$ cat src/rtl/car_input_pkg.sv
// Shared definitions for the push-button input path: channel indices,
// debounce FSM encoding and default timing.
package car_input_pkg;

  localparam int BTN_UP     = 4;
  localparam int BTN_LEFT   = 3;
  localparam int BTN_RIGHT  = 2;
  localparam int BTN_DOWN   = 1;
  localparam int BTN_MIDDLE = 0;

  localparam int DEF_N_BTN       = 5;
  localparam int DEF_DB_CYCLES   = 2_000_000;    // 20 ms at 100 MHz
  localparam int DEF_HOLD_CYCLES = 100_000_000;  // 1 s at 100 MHz

  typedef enum logic [1:0] {
    DB_LOW      = 2'd0,
    DB_CHK_HIGH = 2'd1,
    DB_HIGH     = 2'd2,
    DB_CHK_LOW  = 2'd3
  } db_state_t;

endpackage

$ cat src/rtl/debounce_channel.sv
// One button channel: 2-flop synchroniser, debounce FSM with hold timer,
// and registered level / rise / fall / long_press outputs.
//
// state       | meaning
// DB_LOW      | debounced level 0, waiting for s=1
// DB_CHK_HIGH | s went high, counting stable cycles before accepting
// DB_HIGH     | debounced level 1, hold timer running
// DB_CHK_LOW  | s went low, counting stable cycles before releasing
module debounce_channel
  import car_input_pkg::*;
#(
  parameter int DB_CYCLES   = DEF_DB_CYCLES,
  parameter int HOLD_CYCLES = DEF_HOLD_CYCLES
) (
  input  logic clk,
  input  logic reset,
  input  logic btn_raw,
  output logic level,
  output logic rise,
  output logic fall,
  output logic long_press
);

  localparam int DB_W   = $clog2(DB_CYCLES + 1);
  localparam int HOLD_W = $clog2(HOLD_CYCLES + 1);

  localparam logic [DB_W-1:0]   DB_ONE    = DB_W'(1);
  localparam logic [DB_W-1:0]   DB_LAST   = DB_W'(DB_CYCLES - 1);
  localparam logic [HOLD_W-1:0] HOLD_LAST = HOLD_W'(HOLD_CYCLES - 1);
  localparam logic [HOLD_W-1:0] HOLD_MAX  = HOLD_W'(HOLD_CYCLES);

  logic              sync_1;
  logic              s;
  db_state_t         state, state_next;
  logic [DB_W-1:0]   db_cnt, db_next;
  logic [HOLD_W-1:0] hold_cnt, hold_next;
  logic              level_c;
  logic              long_c;

  always_ff @(posedge clk) begin
    if (!reset) begin
      sync_1     <= 1'b0;
      s          <= 1'b0;
      state      <= DB_LOW;
      db_cnt     <= '0;
      hold_cnt   <= '0;
      level      <= 1'b0;
      rise       <= 1'b0;
      fall       <= 1'b0;
      long_press <= 1'b0;
    end else begin
      sync_1     <= btn_raw;
      s          <= sync_1;
      state      <= state_next;
      db_cnt     <= db_next;
      hold_cnt   <= hold_next;
      level      <= level_c;
      rise       <= level_c & ~level;
      fall       <= ~level_c & level;
      long_press <= long_c;
    end
  end

  // >= rather than == keeps DB_CYCLES=1 working: db_cnt enters at 1, above DB_LAST.
  always_comb begin
    state_next = state;
    db_next    = db_cnt;
    hold_next  = hold_cnt;
    case (state)
      DB_LOW: begin
        if (s) begin
          state_next = DB_CHK_HIGH;
          db_next    = DB_ONE;
        end
      end
      DB_CHK_HIGH: begin
        if (!s) begin
          state_next = DB_LOW;
          db_next    = '0;
        end else if (db_cnt >= DB_LAST) begin
          state_next = DB_HIGH;
          db_next    = '0;
          hold_next  = '0;
        end else begin
          db_next = db_cnt + DB_ONE;
        end
      end
      DB_HIGH: begin
        if (!s) begin
          state_next = DB_CHK_LOW;
          db_next    = DB_ONE;
          hold_next  = '0;
        end else if (hold_cnt < HOLD_MAX) begin
          hold_next = hold_cnt + HOLD_W'(1);
        end
      end
      DB_CHK_LOW: begin
        if (s) begin
          state_next = DB_HIGH;
          db_next    = '0;
          hold_next  = '0;
        end else if (db_cnt >= DB_LAST) begin
          state_next = DB_LOW;
          db_next    = '0;
        end else begin
          db_next = db_cnt + DB_ONE;
        end
      end
      default: begin
        state_next = DB_LOW;
        db_next    = '0;
        hold_next  = '0;
      end
    endcase
  end

  assign level_c = (state == DB_HIGH) || (state == DB_CHK_LOW);
  assign long_c  = (state == DB_HIGH) && (hold_cnt == HOLD_LAST);

endmodule

$ cat src/rtl/button_conditioner.sv
// Synchronises and debounces the board push-buttons, one independent
// debounce_channel per bit, MSB first {up, left, right, down, middle}.
module button_conditioner
  import car_input_pkg::*;
#(
  parameter int N_BTN       = DEF_N_BTN,
  parameter int DB_CYCLES   = DEF_DB_CYCLES,
  parameter int HOLD_CYCLES = DEF_HOLD_CYCLES
) (
  input  logic             clk,
  input  logic             reset,
  input  logic [N_BTN-1:0] btn_raw,
  output logic [N_BTN-1:0] level,
  output logic [N_BTN-1:0] rise,
  output logic [N_BTN-1:0] fall,
  output logic [N_BTN-1:0] long_press
);

  for (genvar g = 0; g < N_BTN; g++) begin : g_chan
    debounce_channel #(
      .DB_CYCLES  (DB_CYCLES),
      .HOLD_CYCLES(HOLD_CYCLES)
    ) u_chan (
      .clk       (clk),
      .reset     (reset),
      .btn_raw   (btn_raw[g]),
      .level     (level[g]),
      .rise      (rise[g]),
      .fall      (fall[g]),
      .long_press(long_press[g])
    );
  end

endmodule

$ cat config.mk
export PLATFORM = sky130hd
export DESIGN_NAME = button_conditioner
export DESIGN_NICKNAME = d
export VERILOG_FILES = /design/src/rtl/car_input_pkg.sv /design/src/rtl/debounce_channel.sv /design/src/rtl/button_conditioner.sv
export SDC_FILE = /design/constraint.sdc
export NUM_CORES = 1
export LEC_CHECK = 0
export ABC_AREA = 1
export CAP_MARGIN = 0
export CORE_MARGIN = 8
export CORE_UTILIZATION = 58
export CTS_CLUSTER_DIAMETER = 60
export DETAILED_ROUTE_END_ITERATION = 6
export GPL_ROUTABILITY_DRIVEN = 0
export HOLD_SLACK_MARGIN = 0.05
export PLACE_DENSITY = 0.78
export SLEW_MARGIN = 20
export SYNTH_ARGS = -nofsm -noshare
export SYNTH_HDL_FRONTEND = slang
export SYNTH_SLANG_ARGS = --single-unit
$ cat constraint.sdc
create_clock -name clk -period 2 [get_ports clk]
set_clock_uncertainty 0.2 [all_clocks]
set_input_delay 0.4 -clock clk [delete_from_list [all_inputs] [get_ports clk]]
set_output_delay 0.4 -clock clk [all_outputs]
set_load 0.005 [all_outputs]
* Word level (Yosys, flattened, before mapping) *
Index checks and enable logic that the tools add are counted.

word-level totals
  register bits after elaboration = 280
  output and inout port bits = 20
  input port bits = 7

operators by class
  reduce and logical (&&, ||, !) cells = 35
  $add $sub $neg = 10
  bitwise gates (word level) = 20
  eq/ne operators = 60
  multiplexer cells = 95
  order comparisons = 10

operators by type and width
  kind                                                        count
  2-to-1 mux 27 bit                                           25
  2-to-1 mux 21 bit                                           25
  case mux 21 bit (4 select lines)                            5
  case mux 27 bit (3 select lines)                            5
  adder 27 x 1 -> 27 bit (second input constant)              5
  equality test 27 bit (second input constant)                5
  less-than comparator 27 bit (second input constant)         5
  adder 21 x 1 -> 21 bit (second input constant)              5
  greater-or-equal comparator 21 bit (second input constant)  5
  2-to-1 mux 2 bit                                            30
  inequality test 2 x 1 -> 1 bit (second input constant)      20
  case mux 2 bit (4 select lines)                             5
  inequality test 3 bit (second input constant)               10
  AND reduction 5 bit                                         5
  equality test 2 bit (second input constant)                 10
  AND reduction 4 bit                                         5
  inequality test 3 x 1 -> 1 bit (second input constant)      5
  nonzero test 3 bit                                          5
  bitwise AND 1 bit                                           10
  equality test 2 x 1 -> 1 bit (second input constant)        5
  logical NOT 2 bit                                           5
  inequality test 2 bit (second input constant)               5
  NOT 1 bit                                                   10
  AND reduction 2 bit                                         5
  other kinds (2)                                             10

* Logic depth before layout (Yosys ltp) *
  depth after elaboration = 4
  gate-level depth with buffers = 14

* Hierarchy *
Synthesis repeated with hierarchy kept, for this count alone.

unflattened totals
  cell total of the unflattened synthesis = 3054
  area total of the unflattened synthesis = 17996.0 um^2

modules (own cells, without submodules)
  module                                   sequential area each (um^2)  area an instance (um^2)  cells each  times used
  debounce_channel (g_chan[1].u_chan ...)  1121.1                       3594.7                   612         3
  debounce_channel (g_chan[4].u_chan)      1121.1                       3643.5                   605         1
  debounce_channel (g_chan[0].u_chan)      1121.1                       3568.4                   613         1

* Worst setup path after synthesis *
OpenSTA, ideal clock, no wires.

  path kind = register -> register
  from = register g_chan[4].u_chan.hold_cnt[0]
  to = register g_chan[4].u_chan.hold_cnt[16]
  buffers on the path = 0
  stages on the path, launching flop included = 11
  path slack = 0.024 ns
  clock period less this slack = 1.976 ns
  library setup time = 0.070 ns
  arrival time = 1.705 ns
  cell sequence = dfxtp_1 > ha_1 > inv_1 > nor2_1 > nand2_1 > nor2_1 > xor2_1 > nand2_1 > nor2_1 > nand3_1 > a21oi_1

on the way
  word-level cells in the longest chain between the ends = 4
  elaborated cells between the ends (all ways) = 7
  those cells by class = 1 x add/sub; 1 x order compare; 1 x eq/ne; 3 x mux; 1 x reduce/logical

RTL lines
  what                              RTL line                text
  start: declaration                debounce_channel.sv:36  logic [HOLD_W-1:0] hold_cnt, hold_next;
  start signal: assignment          debounce_channel.sv:56  hold_cnt <= hold_next;
  adder 27 x 1 -> 27 bit            debounce_channel.sv:94  hold_next = hold_cnt + HOLD_W'(1);
  2-to-1 mux 27 bit                 debounce_channel.sv:93  end else if (hold_cnt < HOLD_MAX) begin
  2-to-1 mux 27 bit                 debounce_channel.sv:89  if (!s) begin
  case mux 27 bit (3 select lines)  debounce_channel.sv:69  case (state)

Parallel ways exist; a longest one is shown, timed or not. The select of a mux whose other input is x is not followed.
A chain may end at the register's enable or synchronous reset.

* Worst setup path in the final report *
  from = register g_chan[4].u_chan.db_cnt[1]
  to = register g_chan[4].u_chan.hold_cnt[14]

on the way
  word-level cells in the longest chain between the ends = 3

RTL lines
  what                                             RTL line                text
  start: declaration                               debounce_channel.sv:35  logic [DB_W-1:0] db_cnt, db_next;
  start signal: assignment                         debounce_channel.sv:55  db_cnt <= db_next;
  greater-or-equal comparator 21 bit               debounce_channel.sv:80  end else if (db_cnt >= DB_LAST) begin
  inequality test 2 x 1 -> 1 bit (no source line)  n/a
  AND reduction 5 bit (no source line)             n/a

Every way passes these cells.

==> results by group <==
Min path
  – HP Start: reset
  – Worst min-delay path category: input pin to flip-flop
  – Min-Delay Endpoint: g_chan[0].u_chan.long_press
  – Hold path depth: 4

Global routing
  – First-pass GRT wire length: 84400 µm
  – All-Layer GR Usage: 25.6%
  – Pin count of the biggest net entering global routing: 72
  – Initial antenna violation count: 0
  – Grt ovf: 0
  – Number of global-route vias before repair: 18968

Clock tree
  – CTS tree: built
  – Total CTS buffers: 36
  – Clock Sinks: 280
  – Clock Tree Buf Depth: 3
  – Max H-tree Level: 2
  – Clock-pin slew on the worst setup and hold paths: 0.06 ns
  – Root buffer cell: clkbuf_16
  – Clock latency on the worst-skew pair: 0.54 ns

Synthesis
  – Yosys Warn Count: 0
  – Dominant cell type by area after synthesis: dfxtp_1
  – Syn_area_per_cell: 5.93 µm²
  – Count of cell types in the netlist: 53
  – Largest cells by area after synthesis: dfxtp_1 (31%), nand2_1 (19%), nor2_1 (9.5%)
  – Mapped Cells: 3079
  – Register area share after synthesis: 30.7%
  – Syn nets: 3096
  – Synthesized flop and latch total: 280
  – Yosys top cell area share: 30.7%
  – Syn Std Cell Area: 0.0182 mm²

Routing
  – Number of remaining DRC errors: 0
  – WL/cell: 14.8 µm
  – DR vias: 20959
  – DRT Pass-1 Iters: 6
  – 1st-iter DRT viols: 2002
  – DRT Wirelength: 54400 µm
  – Antenna-violating nets left: 0
  – Vias per cell: 5.69

Floorplan
  – FP Rows: 65
  – Core footprint: 0.0313 mm²
  – Die Wd: 193 µm
  – Boundary Pins: 27
  – Initial core utilization: 58.3%
  – Die ar.: 0.0374 mm²
  – Die H: 193 µm

Place
  – PortBufs: 26
  – Pre-CTS setup slack: -0.0997 ns
  – Placed Instances: 3574
  – Hpwl dp: 34700 µm

Status
  – Failing checks: negative setup slack
  – Status: complete, but fails checks

Pwr
  – Total power: 14200 µW
  – VDD IR-drop max: 686 µV
  – Leak: 0.00941 µW
  – Cell area power density: 613 mW/mm²

STA
  – Tcrit/Tclk final: 103%
  – Post-route setup TNS: -1.20 ns
  – Setup WS post-layout: -0.0644 ns
  – Final Hold Viols: 0
  – RSZ-0062 raised after global routing: true
  – Relative slew slack: 71.0%
  – Max Slew Vio Count: 0
  – Final setup viols: 36
  – Slew @ Worst Pin: 0.434 ns
  – Fin crit period: 2.06 ns
  – FMAX: 484 MHz

Critical path
  – R2r startpoint: g_chan[4].u_chan.db_cnt[1]
  – Worst R2R Setup Slack: -0.06 ns
  – Path depth of the worst reg2reg path: 11
  – Crit-path max FO: 12
  – Setup crit end kind: flip-flop
  – CP startpoint kind: flip-flop
  – Crit Reg-Reg Endpoint: g_chan[4].u_chan.hold_cnt[14]
  – Required @ worst endpoint: 2.21 ns
  – WS Path Type: flip-flop to flip-flop
  – Critical path arrival: 2.28 ns

Layout
  – Layout area overhead: 26.7%
  – Most frequent cells in the layout: nand2_1 (815), nor2_1 (393), inv_1 (355), nand3_1 (268), dfxtp_1 (233)
  – Layout cells sized above 1: 20.7%
  – Final cell count without fillers: 3684
  – Post-layout util: 73.9%
  – Leading cell type in the layout, fill and taps excluded: nand2_1
  – Antenna fix cells: 0
  – Nets: 3274
  – Number of fill cells in the layout: 2410

Flow run
  – Max-cap viol count: 0
## routing by layer
metal  vias up  GRT usage [%]  share of wire, %  wire [µm]
li1      10189              -                 -          -
met1      9579           30.7                40      21700
met2       978           45.2                49      26700
met3       213           3.21               7.1       3870
met4         0           11.3               3.9       2110
met5         -              0                 0          0
## where the power goes
group          internal [µW]  switching (µW)  total [µW]
sequential              5670            96.6        5770
combinational            564            1030        1590
clock                   4270            2550        6820
## registers in the layout (all words and copies together), names as in the netlist, named ones only
register and count:
g_chan.u_chan.db_cnt 105, g_chan.u_chan.fall 5, g_chan.u_chan.hold_cnt 135, g_chan.u_chan.level 5, g_chan.u_chan.long_press 5, g_chan.u_chan.rise 5, g_chan.u_chan.s 5, g_chan.u_chan.state 5
g_chan.u_chan.sync_1 5
## kinds of logic after synthesis
logic type               Yosys count  share of synthesized area (%)
adder cells (fa/ha/maj)           10                          0.686
buffers and inverters            497                           11.3
AND/OR/NAND/NOR                 1914                           45.0
XOR/XNOR                          60                           2.88
flip-flops                       280                           30.7
AO/OA/AOI/OAI                    318                           9.50
## per-stage QoR
step	hold slack (ns)	instance area [µm²]
5_1_grt	0.166	23100
6_report	0.163	23100
3_3_place_gp	0.202	19900
2_1_floorplan	0.190	18200
3_5_place_dp	0.211	19900
4_1_cts	0.147	21500
## Yosys cell counts, drive strengths merged
master	number
ha	10
buf	65
nor3b	9
a21oi	190
nand3b	6
clkbuf	56
o2111ai	2
nand4	92
or2	15
o21a	2
nand3	314
o211a	2
nand2	919
a31o	3
o21bai	9
a21boi	3
a31oi	4
dfxtp	280
o22ai	5
xnor2	12
o31ai	2
or4	1
o211ai	4
o21ai	89
xor2	48
a21o	1
clkinv	1
inv	375
and3	8
a22oi	1
nor2	481
a211oi	1
nor3	59
nor4	10
## how the worst max path moves through the flow
stage | startpoint | endpoint | slack (ns) | cells past startpoint
detailed placement | g_chan[3].u_chan.hold_cnt[1] | g_chan[3].u_chan.hold_cnt[24] | -0.1 | 11
global route | g_chan[4].u_chan.db_cnt[1] | g_chan[4].u_chan.db_cnt[18] | -0.15 | 14
CTS | g_chan[4].u_chan.db_cnt[0] | g_chan[4].u_chan.hold_cnt[21] | -0.09 | 11
floorplan | g_chan[4].u_chan.hold_cnt[0] | g_chan[4].u_chan.hold_cnt[16] | 0.02 | 10
finish | g_chan[4].u_chan.db_cnt[1] | g_chan[4].u_chan.hold_cnt[14] | -0.06 | 11
global placement | g_chan[3].u_chan.hold_cnt[1] | g_chan[3].u_chan.hold_cnt[24] | -0.02 | 11
## worst max-delay path: stages, from the launching register on
cell,delay (ns)
dfxtp_2,0.35
ha_4,0.15
nand2_4,0.06
nor2_4,0.13
nand2_2,0.09
nor2_4,0.11
nand4_1,0.14
nand4_1,0.24
nand2_4,0.15
buf_16,0.19
nand2_1,0.06
a21oi_1,0.06
## layout make-up
type	instances	area (µm²)	area share [%]
Timing Repair inverter	1	11.3	0.0487
Clock inverter	14	213	0.920
Timing Repair Buffer	260	2410	10.4
Multi-Input combinational cell	2302	11900	51.3
Inverter	376	1430	6.20
Sequential cell	280	5670	24.5
Clock buffer	49	1030	4.46
Tap cell	402	503	2.17
## what timing repair did
item	CTS	global route
endpoints found under the setup margin	115	242
pin swaps	11	80
buffers inserted	12	24
gates resized for setup	46	391
hold buffers	0	0
cloned	2	11
Power figures use the tool's default switching activity.
